--- src/rtl/traffic_conflict_monitor.sv ---
// ---------------------------------------------------------------------------
// traffic_conflict_monitor
//
// Safety stage placed between the 4-way traffic light controller and the
// physical lamp drivers. In NORMAL it forwards the controller's lamp codes
// with one registered cycle of latency and checks every cycle for:
//   - invalid codes
//   - conflicting greens/yellows
//   - illegal colour sequences
//   - minimum green, yellow and all-red dwell times
// Any violation latches a fault code and forces all roads to flashing red
// until the fault is acknowledged. The monitor then waits for a settled
// all-red period before it resumes forwarding.
//
// Lamp encoding: 00 RED, 01 YELLOW, 10 GREEN, 11 invalid (inputs) / DARK
// (outputs).
//
// Ports:
//   clk            system clock, rising edge
//   rst            synchronous active-high reset
//   r1..r4 [1:0]   lamp codes from the controller
//   clear          fault acknowledge, only looked at while faulted
//   l1..l4 [1:0]   registered lamp commands
//   fault          high while in FAULT
//   fault_code[2:0] first violation:
//                    0 none, 1 INVALID, 2 CONFLICT, 3 BAD_SEQ,
//                    4 SHORT_GREEN, 5 SHORT_YELLOW, 6 SHORT_ALLRED
//   fault_road[1:0] offending road index (0 = road 1)
//
// Optional feature, enabled by defining the macro FAULT_COUNT_EN:
//   fault_count[7:0]  saturating count of NORMAL->FAULT entries.
//                     It is not affected by clear.
// ---------------------------------------------------------------------------
module traffic_conflict_monitor #(
    parameter int MIN_GREEN   = 5,
    parameter int MIN_YELLOW  = 2,
    parameter int MIN_ALL_RED = 2,
    parameter int FLASH_HALF  = 4
) (
    input  logic       clk,
    input  logic       rst,
    input  logic [1:0] r1,
    input  logic [1:0] r2,
    input  logic [1:0] r3,
    input  logic [1:0] r4,
    input  logic       clear,
    output logic [1:0] l1,
    output logic [1:0] l2,
    output logic [1:0] l3,
    output logic [1:0] l4,
    output logic       fault,
    output logic [2:0] fault_code,
    output logic [1:0] fault_road
`ifdef FAULT_COUNT_EN
    ,
    output logic [7:0] fault_count
`endif
);

    // Dwell and all-red counters saturate at the largest minimum they are
    // compared against.
    localparam int SAT_GY  = (MIN_GREEN > MIN_YELLOW) ? MIN_GREEN : MIN_YELLOW;
    localparam int SAT_MAX = (SAT_GY > MIN_ALL_RED) ? SAT_GY : MIN_ALL_RED;
    localparam int CW      = $clog2(SAT_MAX) + 1;
    localparam int FW      = $clog2(FLASH_HALF) + 1;

    localparam logic [CW-1:0] SAT_V        = CW'(SAT_MAX);
    localparam logic [CW-1:0] ONE_V        = CW'(1);
    localparam logic [CW-1:0] ZERO_V       = CW'(0);
    localparam logic [CW-1:0] MIN_GREEN_V  = CW'(MIN_GREEN);
    localparam logic [CW-1:0] MIN_YELLOW_V = CW'(MIN_YELLOW);
    localparam logic [CW-1:0] MIN_ALLRED_V = CW'(MIN_ALL_RED);
    localparam logic [FW-1:0] FLASH_LAST_V = FW'(FLASH_HALF - 1);
    localparam logic [FW-1:0] FLASH_ZERO_V = FW'(0);
    localparam logic [FW-1:0] FLASH_ONE_V  = FW'(1);

    localparam logic [1:0] C_RED  = 2'b00;
    localparam logic [1:0] C_YEL  = 2'b01;
    localparam logic [1:0] C_GRN  = 2'b10;
    localparam logic [1:0] C_INV  = 2'b11;
    localparam logic [1:0] C_DARK = 2'b11;

    localparam logic [2:0] F_NONE    = 3'd0;
    localparam logic [2:0] F_INVALID = 3'd1;
    localparam logic [2:0] F_CONFLICT = 3'd2;
    localparam logic [2:0] F_BADSEQ  = 3'd3;
    localparam logic [2:0] F_SGREEN  = 3'd4;
    localparam logic [2:0] F_SYELLOW = 3'd5;
    localparam logic [2:0] F_SALLRED = 3'd6;

    typedef enum logic [1:0] {
        ST_NORMAL  = 2'd0,
        ST_FAULT   = 2'd1,
        ST_RECOVER = 2'd2
    } state_t;

    // Saturating increment shared by the dwell, all-red and recover counters.
    function automatic logic [CW-1:0] sat_inc(input logic [CW-1:0] v);
        logic [CW-1:0] res;
        if (v >= SAT_V) begin
            res = SAT_V;
        end else begin
            res = v + ONE_V;
        end
        return res;
    endfunction

    state_t        state_r;
    logic [1:0]    prev_r   [4];
    logic [CW-1:0] dwell_r  [4];
    logic [CW-1:0] allred_r;
    logic [CW-1:0] rec_cnt_r;
    logic [FW-1:0] flash_cnt_r;
    logic          flash_off_r;
    logic [1:0]    lamp_r   [4];

    logic [1:0]    code_s   [4];
    logic          all_red_s;
    logic [2:0]    nonred_cnt_s;
    logic [1:0]    conf_road_s;
    logic          inv_s;
    logic [1:0]    inv_road_s;
    logic          bad_s;
    logic [1:0]    bad_road_s;
    logic          sg_s;
    logic [1:0]    sg_road_s;
    logic          sy_s;
    logic [1:0]    sy_road_s;
    logic          sa_s;
    logic [1:0]    sa_road_s;
    logic          viol_s;
    logic [2:0]    viol_code_s;
    logic [1:0]    viol_road_s;
    logic [CW-1:0] rec_next_s;

    assign code_s[0] = r1;
    assign code_s[1] = r2;
    assign code_s[2] = r3;
    assign code_s[3] = r4;

    assign l1 = lamp_r[0];
    assign l2 = lamp_r[1];
    assign l3 = lamp_r[2];
    assign l4 = lamp_r[3];

    // Per-road rule checks on the current inputs versus the previous codes.
    // Roads are scanned from 3 down to 0 so that the lowest-indexed
    // offender is the value left in each *_road_s.
    always_comb begin
        all_red_s    = 1'b1;
        nonred_cnt_s = 3'd0;
        conf_road_s  = 2'd0;
        inv_s        = 1'b0;
        inv_road_s   = 2'd0;
        bad_s        = 1'b0;
        bad_road_s   = 2'd0;
        sg_s         = 1'b0;
        sg_road_s    = 2'd0;
        sy_s         = 1'b0;
        sy_road_s    = 2'd0;
        sa_s         = 1'b0;
        sa_road_s    = 2'd0;
        for (int i = 3; i >= 0; i--) begin
            if (code_s[i] != C_RED) begin
                all_red_s    = 1'b0;
                nonred_cnt_s = nonred_cnt_s + 3'd1;
                conf_road_s  = 2'(i);
            end else begin
            end
            if (code_s[i] == C_INV) begin
                inv_s      = 1'b1;
                inv_road_s = 2'(i);
            end else begin
            end
            if (((prev_r[i] == C_RED) && (code_s[i] == C_YEL)) ||
                ((prev_r[i] == C_YEL) && (code_s[i] == C_GRN)) ||
                ((prev_r[i] == C_GRN) && (code_s[i] == C_RED))) begin
                bad_s      = 1'b1;
                bad_road_s = 2'(i);
            end else begin
            end
            if ((prev_r[i] == C_GRN) && (code_s[i] == C_YEL) &&
                (dwell_r[i] < MIN_GREEN_V)) begin
                sg_s      = 1'b1;
                sg_road_s = 2'(i);
            end else begin
            end
            if ((prev_r[i] == C_YEL) && (code_s[i] == C_RED) &&
                (dwell_r[i] < MIN_YELLOW_V)) begin
                sy_s      = 1'b1;
                sy_road_s = 2'(i);
            end else begin
            end
            if ((prev_r[i] == C_RED) && (code_s[i] == C_GRN) &&
                (allred_r < MIN_ALLRED_V)) begin
                sa_s      = 1'b1;
                sa_road_s = 2'(i);
            end else begin
            end
        end
    end

    // Priority resolution: the lowest fault code wins.
    always_comb begin
        viol_s      = 1'b1;
        viol_code_s = F_NONE;
        viol_road_s = 2'd0;
        if (inv_s) begin
            viol_code_s = F_INVALID;
            viol_road_s = inv_road_s;
        end else if (nonred_cnt_s > 3'd1) begin
            viol_code_s = F_CONFLICT;
            viol_road_s = conf_road_s;
        end else if (bad_s) begin
            viol_code_s = F_BADSEQ;
            viol_road_s = bad_road_s;
        end else if (sg_s) begin
            viol_code_s = F_SGREEN;
            viol_road_s = sg_road_s;
        end else if (sy_s) begin
            viol_code_s = F_SYELLOW;
            viol_road_s = sy_road_s;
        end else if (sa_s) begin
            viol_code_s = F_SALLRED;
            viol_road_s = sa_road_s;
        end else begin
            viol_s = 1'b0;
        end
    end

    // The recover wait counts the current all-red cycle as well.
    always_comb begin
        rec_next_s = sat_inc(rec_cnt_r);
    end

    // Monitor state machine with registered lamp, fault and history state.
    always_ff @(posedge clk) begin
        if (rst) begin
            state_r     <= ST_NORMAL;
            fault       <= 1'b0;
            fault_code  <= F_NONE;
            fault_road  <= 2'd0;
            allred_r    <= MIN_ALLRED_V;
            rec_cnt_r   <= ZERO_V;
            flash_cnt_r <= FLASH_ZERO_V;
            flash_off_r <= 1'b0;
            for (int i = 0; i < 4; i++) begin
                prev_r[i]  <= C_RED;
                dwell_r[i] <= ZERO_V;
                lamp_r[i]  <= C_RED;
            end
`ifdef FAULT_COUNT_EN
            fault_count <= 8'd0;
`endif
        end else begin
            case (state_r)
                ST_NORMAL: begin
                    if (viol_s) begin
                        // The offending codes never reach the lamps; the
                        // first flash-ON cycle starts right away.
                        state_r     <= ST_FAULT;
                        fault       <= 1'b1;
                        fault_code  <= viol_code_s;
                        fault_road  <= viol_road_s;
                        flash_cnt_r <= FLASH_ZERO_V;
                        flash_off_r <= 1'b0;
                        for (int i = 0; i < 4; i++) begin
                            lamp_r[i] <= C_RED;
                        end
`ifdef FAULT_COUNT_EN
                        if (fault_count != 8'hFF) begin
                            fault_count <= fault_count + 8'd1;
                        end else begin
                            fault_count <= fault_count;
                        end
`endif
                    end else begin
                        for (int i = 0; i < 4; i++) begin
                            lamp_r[i] <= code_s[i];
                            prev_r[i] <= code_s[i];
                            if (code_s[i] == prev_r[i]) begin
                                dwell_r[i] <= sat_inc(dwell_r[i]);
                            end else begin
                                dwell_r[i] <= ONE_V;
                            end
                        end
                        if (all_red_s) begin
                            allred_r <= sat_inc(allred_r);
                        end else begin
                            allred_r <= ZERO_V;
                        end
                    end
                end

                ST_FAULT: begin
                    if (clear) begin
                        state_r    <= ST_RECOVER;
                        fault      <= 1'b0;
                        fault_code <= F_NONE;
                        fault_road <= 2'd0;
                        rec_cnt_r  <= ZERO_V;
                        for (int i = 0; i < 4; i++) begin
                            lamp_r[i] <= C_RED;
                        end
                    end else if (flash_cnt_r == FLASH_LAST_V) begin
                        // End of a half-period: the lamps take the new phase.
                        flash_cnt_r <= FLASH_ZERO_V;
                        flash_off_r <= ~flash_off_r;
                        for (int i = 0; i < 4; i++) begin
                            lamp_r[i] <= flash_off_r ? C_RED : C_DARK;
                        end
                    end else begin
                        flash_cnt_r <= flash_cnt_r + FLASH_ONE_V;
                        for (int i = 0; i < 4; i++) begin
                            lamp_r[i] <= flash_off_r ? C_DARK : C_RED;
                        end
                    end
                end

                ST_RECOVER: begin
                    for (int i = 0; i < 4; i++) begin
                        lamp_r[i] <= C_RED;
                    end
                    if (!all_red_s) begin
                        rec_cnt_r <= ZERO_V;
                    end else if (rec_next_s >= MIN_ALLRED_V) begin
                        // Settled: resume with a clean history in which an
                        // immediate green is legal.
                        state_r   <= ST_NORMAL;
                        rec_cnt_r <= ZERO_V;
                        allred_r  <= MIN_ALLRED_V;
                        for (int i = 0; i < 4; i++) begin
                            prev_r[i]  <= C_RED;
                            dwell_r[i] <= ZERO_V;
                        end
                    end else begin
                        rec_cnt_r <= rec_next_s;
                    end
                end

                default: begin
                    state_r    <= ST_FAULT;
                    fault      <= 1'b1;
                    fault_code <= F_NONE;
                    fault_road <= 2'd0;
                    for (int i = 0; i < 4; i++) begin
                        lamp_r[i] <= C_RED;
                    end
                end
            endcase
        end
    end

endmodule

--- config.mk ---
export PLATFORM = sky130hd
export DESIGN_NAME = traffic_conflict_monitor
export DESIGN_NICKNAME = d
export VERILOG_FILES = /design/src/rtl/traffic_conflict_monitor.sv
export SDC_FILE = /design/constraint.sdc
export NUM_CORES = 1
export LEC_CHECK = 0
export CAP_MARGIN = 20
export CORE_ASPECT_RATIO = 0.6
export CORE_MARGIN = 3
export CORE_UTILIZATION = 64
export DETAILED_ROUTE_END_ITERATION = 8
export DONT_BUFFER_PORTS = 1
export PLACE_DENSITY_LB_ADDON = 0.2
export REMOVE_ABC_BUFFERS = 1
export SYNTH_ARGS = -nofsm -noshare
export SYNTH_HDL_FRONTEND = slang
export SYNTH_SLANG_ARGS = --single-unit
--- constraint.sdc ---
create_clock -name clk -period 5.25 [get_ports clk]
set_clock_uncertainty 0.05 [all_clocks]
set_input_delay 0.7875 -clock clk [delete_from_list [all_inputs] [get_ports clk]]
set_output_delay 0.7875 -clock clk [all_outputs]
set_load 0.01 [all_outputs]
==> impl_results.md, run 1 <==
* CP top delay family: simple AND/OR/NAND/NOR gates
* Register Area at about 1200 um2
* Core area at 5355 um2
* Reg2Reg Setup Slack at 1.90 ns
* Power per cell area at approximately 290 nW/um2
* Area delta synth->final at 3.175%
* Critical path fanouts, max at 10
* Antenna violations before repair at 0
* Fmax at between 0.2 and 0.3 GHz
* Filler cells at 457
* DRT antenna net count at 0
* Port-buffer cells at 0
* Leakage at approximately 1.5 nW
* CTS root buf: clkbuf_8
* Initial Util at 0.6991
* Layout net count at 482
* Seq/Total Area, Yosys at 0.3262
* Reg clk slew, reported paths at around 0.090 ns
* Die area at 6833 um2
* Final Util at 0.7213
* Vias in the first global route at 3144
* Reg2reg end: lamp_r[3][0]
* Syn Inst Count at 452
* Crit path depth at 13
* Ys async rst share at 0
* Die Span X at approximately 100 um
* # resized after CTS at 0
* Post-synthesis cell type count at 68
* Num ports at 25
* Largest net degree at the start of global routing at 26
* Clock sink count at between 50 and 60
* Rel. slew slack at 0.3747
* Final WL at 9583 um
* Max rail drop VDD at 0.2338 mV
* Worst skew pair latency at 0.31 ns
* Post-synth top area cell: dfxtp_1
* Most common cell in the netlist: nor2_1
* Max-Cap Viols at 0
* Final hold slack at 0.4325 ns
* Diodes inserted at 0
* Buf+Inv Stages, Crit Path at 1
* Critical path class: in -> reg
* RSZ-0062 raised after global routing: no
* First-pass GRT wire length at 15890 um
* Startpoint type of the worst setup path: primary input
* Post-DP Area at 3761 um2
* Worst Path Arrival at 4.10 ns
* YS warnings at 0
* Gr ovfl total at 0
* Final setup fails at 0
* Final Hold Fails at 0
* Avg Vias per Cell at 6.580
* Post-CTS Setup Bufs at 0
* H-tree levels at 2
* Worst path most repeated cell: ha_1
* Ranking of synthesized cells by area: dfxtp_1 (18%), edfxtp_1 (14%), ha_1 (9.4%), a21oi_1 (4.4%), nor2_1 (4.2%)
* Share of layout cells above drive strength 1 at 0.05180
* Number of synthesized flops with an enable pin at 18
* Synth top area share at 0.1818
* Vias at around 3400
* CP Cell Sequence: nor2_1, inv_1, ha_1, nor3b_1, or2_2, ha_1, or3_1, a21oi_1, a21o_1, and3_1, a21oi_2, nor3_1, mux2_2
* Post-route cell area at 3862 um2
* Setup tns final at 0 ns
* R2R depth at 10
* Height of the chip at roughly 65 um
* Hold depth at 2
* Synthesized area at 3744 um2
* DR iter-0 viols at 405
* Row count at 20
* TritonRoute pass-1 iters at 7
* Crit end category: flop
* Final min period at 3.949 ns
* Reg2reg start: dwell_r[2][0]
* GR Util All Layers at 0.2897
* Top cells by count, synth: nor2_1 (42), nand2_1 (40), inv_1 (36), dfxtp_1 (34), a21oi_1 (33)
* Clock Path Buffers at 2
* Max stage delay on crit path at roughly 0.47 ns
* Max stage delay cell, worst path: nor3_1
* Pins over their slew limit at 0
* Dpl hpwl at 7329 um
* Design Power at around 0.0011 W
* Hold Crit Class: reg -> reg
* Hold endpoint: flash_cnt_r[1]
* DRC at 0
* Slew of the pin with the lowest slew margin at between 0.9 and 1 ns
* Post-synthesis register bit count at 52
* CTS tree: done
* TritonCTS Buffers at 5
* Status: finished clean
* Post-synth top flop: dfxtp_1
* CP Data Required Time at ~5.4 ns
* # hold bufs at CTS at 0
* Routability cong. at 0.9070
* Period utilization at 0.7523
* Min-delay src: flash_cnt_r[1]
* Avg WL per Cell at roughly 18 um
* Multi-input combinational cell area at around 2300 um2
* Avg Inst Size Synth at 8.282 um2
kinds of logic after synthesis:
kind of cell	Yosys count	share of synthesized area
AND/OR/NAND/NOR	188	0.2781
AO/OA/AOI/OAI	109	0.1902
buffers and inverters	54	0.06116
flip-flops	52	0.3262
adder cells (fa/ha/maj)	28	0.09358
XOR/XNOR	17	0.03977
multiplexers	4	0.01103
cells in the final DEF (no fill, tap or decap), types with 9 or more instances in the layout:
| master | netlist | layout |
|---|---|---|
| and3_1 | 9 | 9 |
| inv_1 | 36 | 36 |
| a21oi_1 | 33 | 33 |
| a31oi_1 | 13 | 13 |
| xnor2_1 | 9 | 9 |
| nand2_1 | 40 | 40 |
| nor3_1 | 14 | 14 |
| ha_1 | 28 | 28 |
| o21ai_0 | 21 | 21 |
| edfxtp_1 | 18 | 18 |
| nand3_1 | 11 | 11 |
| nor2_1 | 42 | 42 |
| dfxtp_1 | 34 | 34 |
flip-flops by register name, indices dropped and copies added, names as in the netlist:
| signal | count |
|---|---|
| prev_r | 8 |
| state_r | 2 |
| lamp_r | 8 |
| fault_road | 2 |
| rec_cnt_r | 4 |
| allred_r | 4 |
| fault | 1 |
| fault_code | 3 |
| flash_cnt_r | 3 |
| flash_off_r | 1 |
| dwell_r | 16 |
per-layer routing:
| metal | global-route usage | vias up | part of all wire |
|---|---|---|---|
| li1 | - | 1622 | - |
| met1 | 0.4258 | 1601 | 0.48 |
| met2 | 0.4018 | 193 | 0.38 |
| met3 | 0.1168 | 12 | 0.14 |
| met4 | 0.04583 | 0 | 0.0077 |
| met5 | 0 | - | 0 |
power by group:
group | switching, W | internal [W] | total, W | leakage (nW)
logic | 0.000227 | 0.000116 | 0.000344 | 1.02
clock network | 0.000132 | 0.000124 | 0.000256 | 0.0506
registers | 0.0000526 | 0.000473 | 0.000526 | 0.470
worst register-to-register path, stage by stage (launching register included):
cell and delay [ns]:
edfxtp_1 0.46, inv_1 0.09, ha_1 0.16, nor2b_1 0.05, nor4b_1 0.78, a41oi_2 0.16, nand4_1 0.38, nor3_4 0.09
buf_4 0.21, or4_1 0.57, a21oi_1 0.20
how the worst max path moves through the flow:
stage	from	endpoint
3_3_place_gp	r3[1]	allred_r[0]
3_5_place_dp	r3[1]	allred_r[0]
5_1_grt	r3[1]	allred_r[0]
2_1_floorplan	r3[1]	allred_r[0]
4_1_cts	r3[1]	allred_r[0]
6_report	r3[1]	allred_r[0]
per-stage QoR:
step                      instances  setup WS, ns
after floorplan                 434         1.423
after global placement          513         1.187
after detailed placement        513         1.022
after CTS                       521         1.360
after global routing            521        0.9740
final                           521         1.301
cell type report:
cell class                 count  share of cell area
clock buffer                   8             0.02624
sequential                    52              0.3162
tap                           77             0.02494
inverter                      36             0.03499
timing repair buffer           2            0.003887
multi-input combinational    346              0.5938
Power figures use the tool's default switching activity.
==> run 2: changes to the inputs <==
==> constraint.sdc (replaced) <==
create_clock -name clk -period 3.99 [get_ports clk]
set_clock_uncertainty 0.05 [all_clocks]
set_input_delay 0.5985 -clock clk [delete_from_list [all_inputs] [get_ports clk]]
set_output_delay 0.5985 -clock clk [all_outputs]
set_load 0.01 [all_outputs]
==> impl_results.md, run 2 (synthesis gave the netlist of run 1 again) <==
* Slew of the pin with the lowest slew margin at 0.9467 ns (+0.02184 ns)
* Vias in the first global route at 3204 (+1.9%)
* Fin cells at 525 (+0.77%)
* Height of the chip at 65.24 um (unchanged)
* Placed cells at 517 (+0.78%)
* DRT antenna net count at 0 (unchanged)
* Die area at 6833 um2 (unchanged)
* Reg clk slew, reported paths at 0.10 ns (about the same)
* Pins over their slew limit at 0 (unchanged)
* TritonRoute pass-1 iters at 7 (unchanged)
* Routability cong. at 0.9289 (+2.4%)
* Post-CTS Setup Bufs at 0 (unchanged)
* GR Util All Layers at 0.3087 (+0.01901)
* CTS tree: done
* Final hold slack at 0.2991 ns (-0.1334 ns)
* Final worst setup slack at 0.4934 ns (-0.8073 ns)
* Max rail drop VDD at 0.3391 mV (+45%)
* Dpl hpwl at 7753 um (+5.8%)
* Final WL at 10190 um (+6.4%)
* Status: finished clean
* Largest Register: dwell_r
* Reg power frac at 0.428 (-0.039)
* Worst Path Arrival at 3.46 ns (-0.64 ns)
* Clock sink count at 52 (unchanged)
* Net switching power at 0.0005814 W (+41%)
* Critical path class: in -> reg
* CP Data Required Time at 3.96 ns (-1.44 ns)
* H-tree levels at 2 (unchanged)
* Power per cell area at 411.9 nW/um2 (+41%)
* Avg WL per Cell at 19.42 um (+5.6%)
* TritonCTS Buffers at 5 (unchanged)
* Rel. slew slack at 0.3600 (-0.01477)
* Fmax at between 0.2 and 0.3 GHz
* Die Span X at 104.7 um (unchanged)
* Max-Cap Viols at 0 (unchanged)
* Clock Power Share at 0.275 (+0.048)
* DP Worst Slack at 0.1866 ns (-0.8358 ns)
* Area delta synth->final at 4.947%
* Clock Path Buffers at 2 (unchanged)
* Hold Crit Class: in -> reg
* Row count at 20 (unchanged)
* R2R depth at 9 (-1)
* Antenna violations before repair at 0 (unchanged)
* Vias at 3466 (+1.1%)
* Final Hold Fails at 0 (unchanged)
* Startpoint type of the worst setup path: primary input
* Worst skew pair latency at 0.32 ns (about the same)
* Layout net count at 486 (+0.83%)
* Setup tns final at 0 ns (unchanged)
* Gr ovfl total at 0 (unchanged)
* Combinational power share at 0.297 (-0.008)
* Avg Vias per Cell at 6.602 (+0.34%)
* Port-buffer cells at 0 (unchanged)
* Commonest non-fill, non-tap cell in the layout: nor2_1
* RSZ-0062 raised after global routing: no
* Pint at 0.001037 W (+45%)
* DR iter-0 viols at 509 (+26%)
* Largest regs: dwell_r: 16 flops, lamp_r: 8 flops, prev_r: 8 flops
* Design Power at 0.001618 W (+44%)
* Crit end category: flop
* Largest net degree at the start of global routing at 26 (unchanged)
* Initial Util at 0.6991 (unchanged)
* Sw Ratio at 0.3593 (-0.006704)
* First-pass GRT wire length at 16540 um (+4.1%)
* Most frequent cells in the layout: nor2_1 (42), nand2_1 (40), inv_1 (36), dfxtp_1 (34), a21oi_1 (33)
* # hold bufs at CTS at 0 (unchanged)
* Num ports at 25 (unchanged)
* DRC at 0 (unchanged)
* Final setup fails at 0 (unchanged)
* Final min period at 3.497 ns
* Max FFs per register at 16 (unchanged)
* CTS root buf: clkbuf_8
* Hold depth at 1 (-1)
* Core area at 5355 um2 (unchanged)
* Period utilization at 0.8763
* Leakage at 1.580 nW (+2.5%)
* Diodes inserted at 0 (unchanged)
* # resized after CTS at 0 (unchanged)
* Critical path fanouts, max at 8 (-2)
* Share of layout cells above drive strength 1 at 0.06473 (+0.01293)
run 2: area by class of cell:
type	instances	area (um2)
Clock buffer	5	68.82
Sequential cell	52	1221
Multi-Input combinational cell	346	2293
Fill cell	464	1426
Timing Repair Buffer	6	45.04
Inverter	36	135.1
Tap cell	77	96.34
Clock inverter	3	68.82
run 2: worst paths after layout:
path / to / start / slack [ns]
min reg2reg: flash_cnt_r[1] / flash_cnt_r[1] / 0.44
max reg2reg: fault_road[0] / dwell_r[0][1] / 0.87
max: dwell_r[1][1] / r4[1] / 0.49
min: allred_r[2] / rst / 0.30
run 2: through the flow:
step	util	area, um2
5_1_grt	0.7336	3929
3_5_place_dp	0.7079	3791
6_report	0.7336	3929
3_3_place_gp	0.7079	3791
4_1_cts	0.7336	3929
2_1_floorplan	-	3650
run 2: critical path, stage by stage:
cell and delay [ns]:
nor2_1 0.22, inv_1 0.11, ha_1 0.25, nor3b_1 0.15, or2_2 0.28, ha_1 0.22, or3_1 0.30, a21oi_1 0.19
a21o_1 0.15, nand3_1 0.21, o311a_1 0.52, inv_1 0.25
run 2: per-layer routing:
layer  GRT usage  vias up  wire length, um
met3      0.1168       16             1602
met5           0        -                0
met1      0.4453     1565             4546
li1            -     1633                -
met4     0.07529        0              103
met2      0.4321      252             3940
run 2: power by group through the flow:
stage / Clock, W / Sequential, W / Combinational, W
floorplan: 0 / 0.000689 / 0.000334
global route: 0.000469 / 0.000702 / 0.000522
detailed placement: 0 / 0.000704 / 0.000449
CTS: 0.000446 / 0.000693 / 0.000458
finish: 0.000445 / 0.000693 / 0.000481
global placement: 0 / 0.000702 / 0.000436
==> run 3: changes to the inputs <==
--- a/config.mk
+++ b/config.mk
@@ -12,7 +12,6 @@
 export DETAILED_ROUTE_END_ITERATION = 8
 export DONT_BUFFER_PORTS = 1
 export PLACE_DENSITY_LB_ADDON = 0.2
-export REMOVE_ABC_BUFFERS = 1
 export SYNTH_ARGS = -nofsm -noshare
 export SYNTH_HDL_FRONTEND = slang
 export SYNTH_SLANG_ARGS = --single-unit
==> impl_results.md, run 3 (synthesis gave the netlist of run 1 again) <==
* Avg Vias per Cell at 6.652 (+0.76%)
* Port-buffer cells at 0 (unchanged)
* Largest Register: dwell_r
* Worst skew pair latency at 0.31 ns (about the same)
* # hold bufs at CTS at 0 (unchanged)
* Antenna violations before repair at 0 (unchanged)
* Setup tns final at 0 ns (unchanged)
* Num ports at 25 (unchanged)
* Share of layout cells above drive strength 1 at 0.06459 (-0.0001442)
* GR Util All Layers at 0.3011 (-0.007591)
* Max rail drop VDD at 0.3030 mV (-11%)
* RSZ-0062 raised after global routing: no
* Reg power frac at 0.469 (+0.041)
* Final Hold Fails at 0 (unchanged)
* Gr ovfl total at 0 (unchanged)
* Net switching power at 0.0005507 W (-5.3%)
* Critical path fanouts, max at 8 (unchanged)
* Max stage delay on crit path at 0.34 ns (-0.18 ns)
* Layout net count at 487 (+0.21%)
* Critical path class: in -> reg
* Pint at 0.0009260 W (-11%)
* Post-CTS Setup Bufs at 0 (unchanged)
* Largest net degree at the start of global routing at 26 (unchanged)
* Vias at 3499 (+0.95%)
* Largest regs: dwell_r: 16 flops, lamp_r: 8 flops, prev_r: 8 flops
* Crit end category: flop
* TritonRoute pass-1 iters at 7 (unchanged)
* Reg clk slew, reported paths at 0.10 ns (about the same)
* Height of the chip at 65.24 um (unchanged)
* CTS tree: done
* Commonest non-fill, non-tap cell in the layout: nor2_1
* First-pass GRT wire length at 16300 um (-1.5%)
* DRT antenna net count at 0 (unchanged)
* Routed length on met2 at 3608 um (-8.4%)
* Max FFs per register at 16 (unchanged)
* Status: finished clean
* Worst path most repeated cell: ha_1
* Initial Util at 0.6991 (unchanged)
* Max stage delay cell, worst path: nor3_4
* Syn nets at 491
* Power per cell area at 379.5 nW/um2 (-7.9%)
* CTS root buf: clkbuf_8
* Clock Power Share at 0.215 (-0.060)
* Area delta synth->final at 3.944%
* Leakage at 1.565 nW (-0.94%)
* DRC at 0 (unchanged)
* Filler cells at 449 (-3.2%)
* Hold Crit Class: in -> reg
* Diodes inserted at 0 (unchanged)
* M1 WL at 4395 um (-3.3%)
* Final setup fails at 0 (unchanged)
* Final WL at 9900 um (-2.9%)
* Pins over their slew limit at 0 (unchanged)
* Core area at 5355 um2 (unchanged)
* Rel. slew slack at 0.4637 (+0.1037)
* CP Data Required Time at 4.07 ns (+0.11 ns)
* Combinational power share at 0.316 (+0.019)
* DR iter-0 viols at 553 (+8.6%)
* Final min period at 3.548 ns (+0.05092 ns)
* Row count at 20 (unchanged)
* Clock sink count at 52 (unchanged)
* Final Util at 0.7266 (-0.007009)
* Die Span X at 104.7 um (unchanged)
* Fmax at 0.2819 GHz (-1.4%)
* Startpoint type of the worst setup path: primary input
* Clock Path Buffers at 2 (unchanged)
* Slew of the pin with the lowest slew margin at 0.7933 ns (-0.1534 ns)
* H-tree levels at 2 (unchanged)
* Dpl hpwl at 7651 um (-1.3%)
* Worst Path Arrival at 3.63 ns (+0.17 ns)
* Most frequent cells in the layout: nor2_1 (42), nand2_1 (40), inv_1 (36), dfxtp_1 (34), a21oi_1 (33)
* Routability cong. at 1.003 (+7.9%)
* Avg WL per Cell at 18.82 um (-3.1%)
* Top routing layer used: met4
* Die area at 6833 um2 (unchanged)
* Max-Cap Viols at 0 (unchanged)
* Met3 wire len at 1753 um (+9.4%)
* Vias in the first global route at 3179 (-0.78%)
* CP Cell Sequence: nor2_1, inv_1, ha_1, nor3b_1, or2_2, ha_1, or3_1, a21oi_1, a21o_1, nand3_1, nor3_4, o21ai_1, nor4_1
* Sw Ratio at 0.3729 (+0.01362)
* # resized after CTS at 0 (unchanged)
* Period utilization at 0.8891 (+0.01276)
* TritonCTS Buffers at 5 (unchanged)
==> run 3: cell types whose count changed in the layout (fill, tap and decap cells not counted), sizes merged <==
cell    before  now
bufinv       2    0
clkbuf       5    7
buf          6    7
==> run 3: routing by layer <==
metal / up-vias / track usage
li1: 1630 / -
met1: 1591 / 0.4624
met2: 252 / 0.3906
met3: 26 / 0.1089
met4: 0 / 0.07201
met5: - / 0
==> run 3: final timing paths <==
path	startpoint	to	slack (ns)	cells past startpoint
max	r4[1]	dwell_r[1][3]	0.44	13
min	rst	allred_r[2]	0.29	1
max reg2reg	dwell_r[3][0]	allred_r[2]	1.10	9
min reg2reg	flash_cnt_r[1]	flash_cnt_r[1]	0.43	2
==> run 3: through the flow <==
stage | hold WS (ns) | instance area [um2] | setup slack [ns] | instances | total power, W
global placement | 0.3964 | 3799 | 0.3054 | 518 | 0.001143
detailed placement | 0.4136 | 3799 | 0.1548 | 518 | 0.001147
finish | 0.2915 | 3891 | 0.4424 | 526 | 0.001477
CTS | 0.2903 | 3891 | 0.4942 | 526 | 0.001459
global route | 0.2819 | 3891 | 0.2668 | 526 | 0.001560
floorplan | 0.3702 | 3744 | 0.2492 | 452 | 0.001041
==> run 3: area by class of cell <==
| class | count | area [um2] | area share |
|---|---|---|---|
| clock buffers | 7 | 86.33 | 0.02219 |
| clock inverters | 1 | 6.256 | 0.001608 |
| inverters | 36 | 135.1 | 0.03473 |
| multi-input cells | 346 | 2293 | 0.5894 |
| flip-flops and latches | 52 | 1221 | 0.3138 |
| well taps | 77 | 96.34 | 0.02476 |
| repair buffers | 7 | 52.55 | 0.01350 |
==> run 3: critical path, delay by kind of cell <==
family	cells	cell delay (ns)
AO/OA/AOI/OAI	3	0.62
adder cells (fa/ha/maj)	2	0.48
buffers and inverters	1	0.11
AND/OR/NAND/NOR	7	1.82
==> run 3: power groups by stage <==
| stage | Combinational (W) | Clock, W | Sequential (W) |
|---|---|---|---|
| final | 0.000466 | 0.000318 | 0.000693 |
| after global routing | 0.000513 | 0.000344 | 0.000703 |
| after CTS | 0.000446 | 0.000320 | 0.000693 |
| after detailed placement | 0.000443 | 0 | 0.000705 |
| after global placement | 0.000442 | 0 | 0.000701 |
| after floorplan | 0.000354 | 0 | 0.000688 |
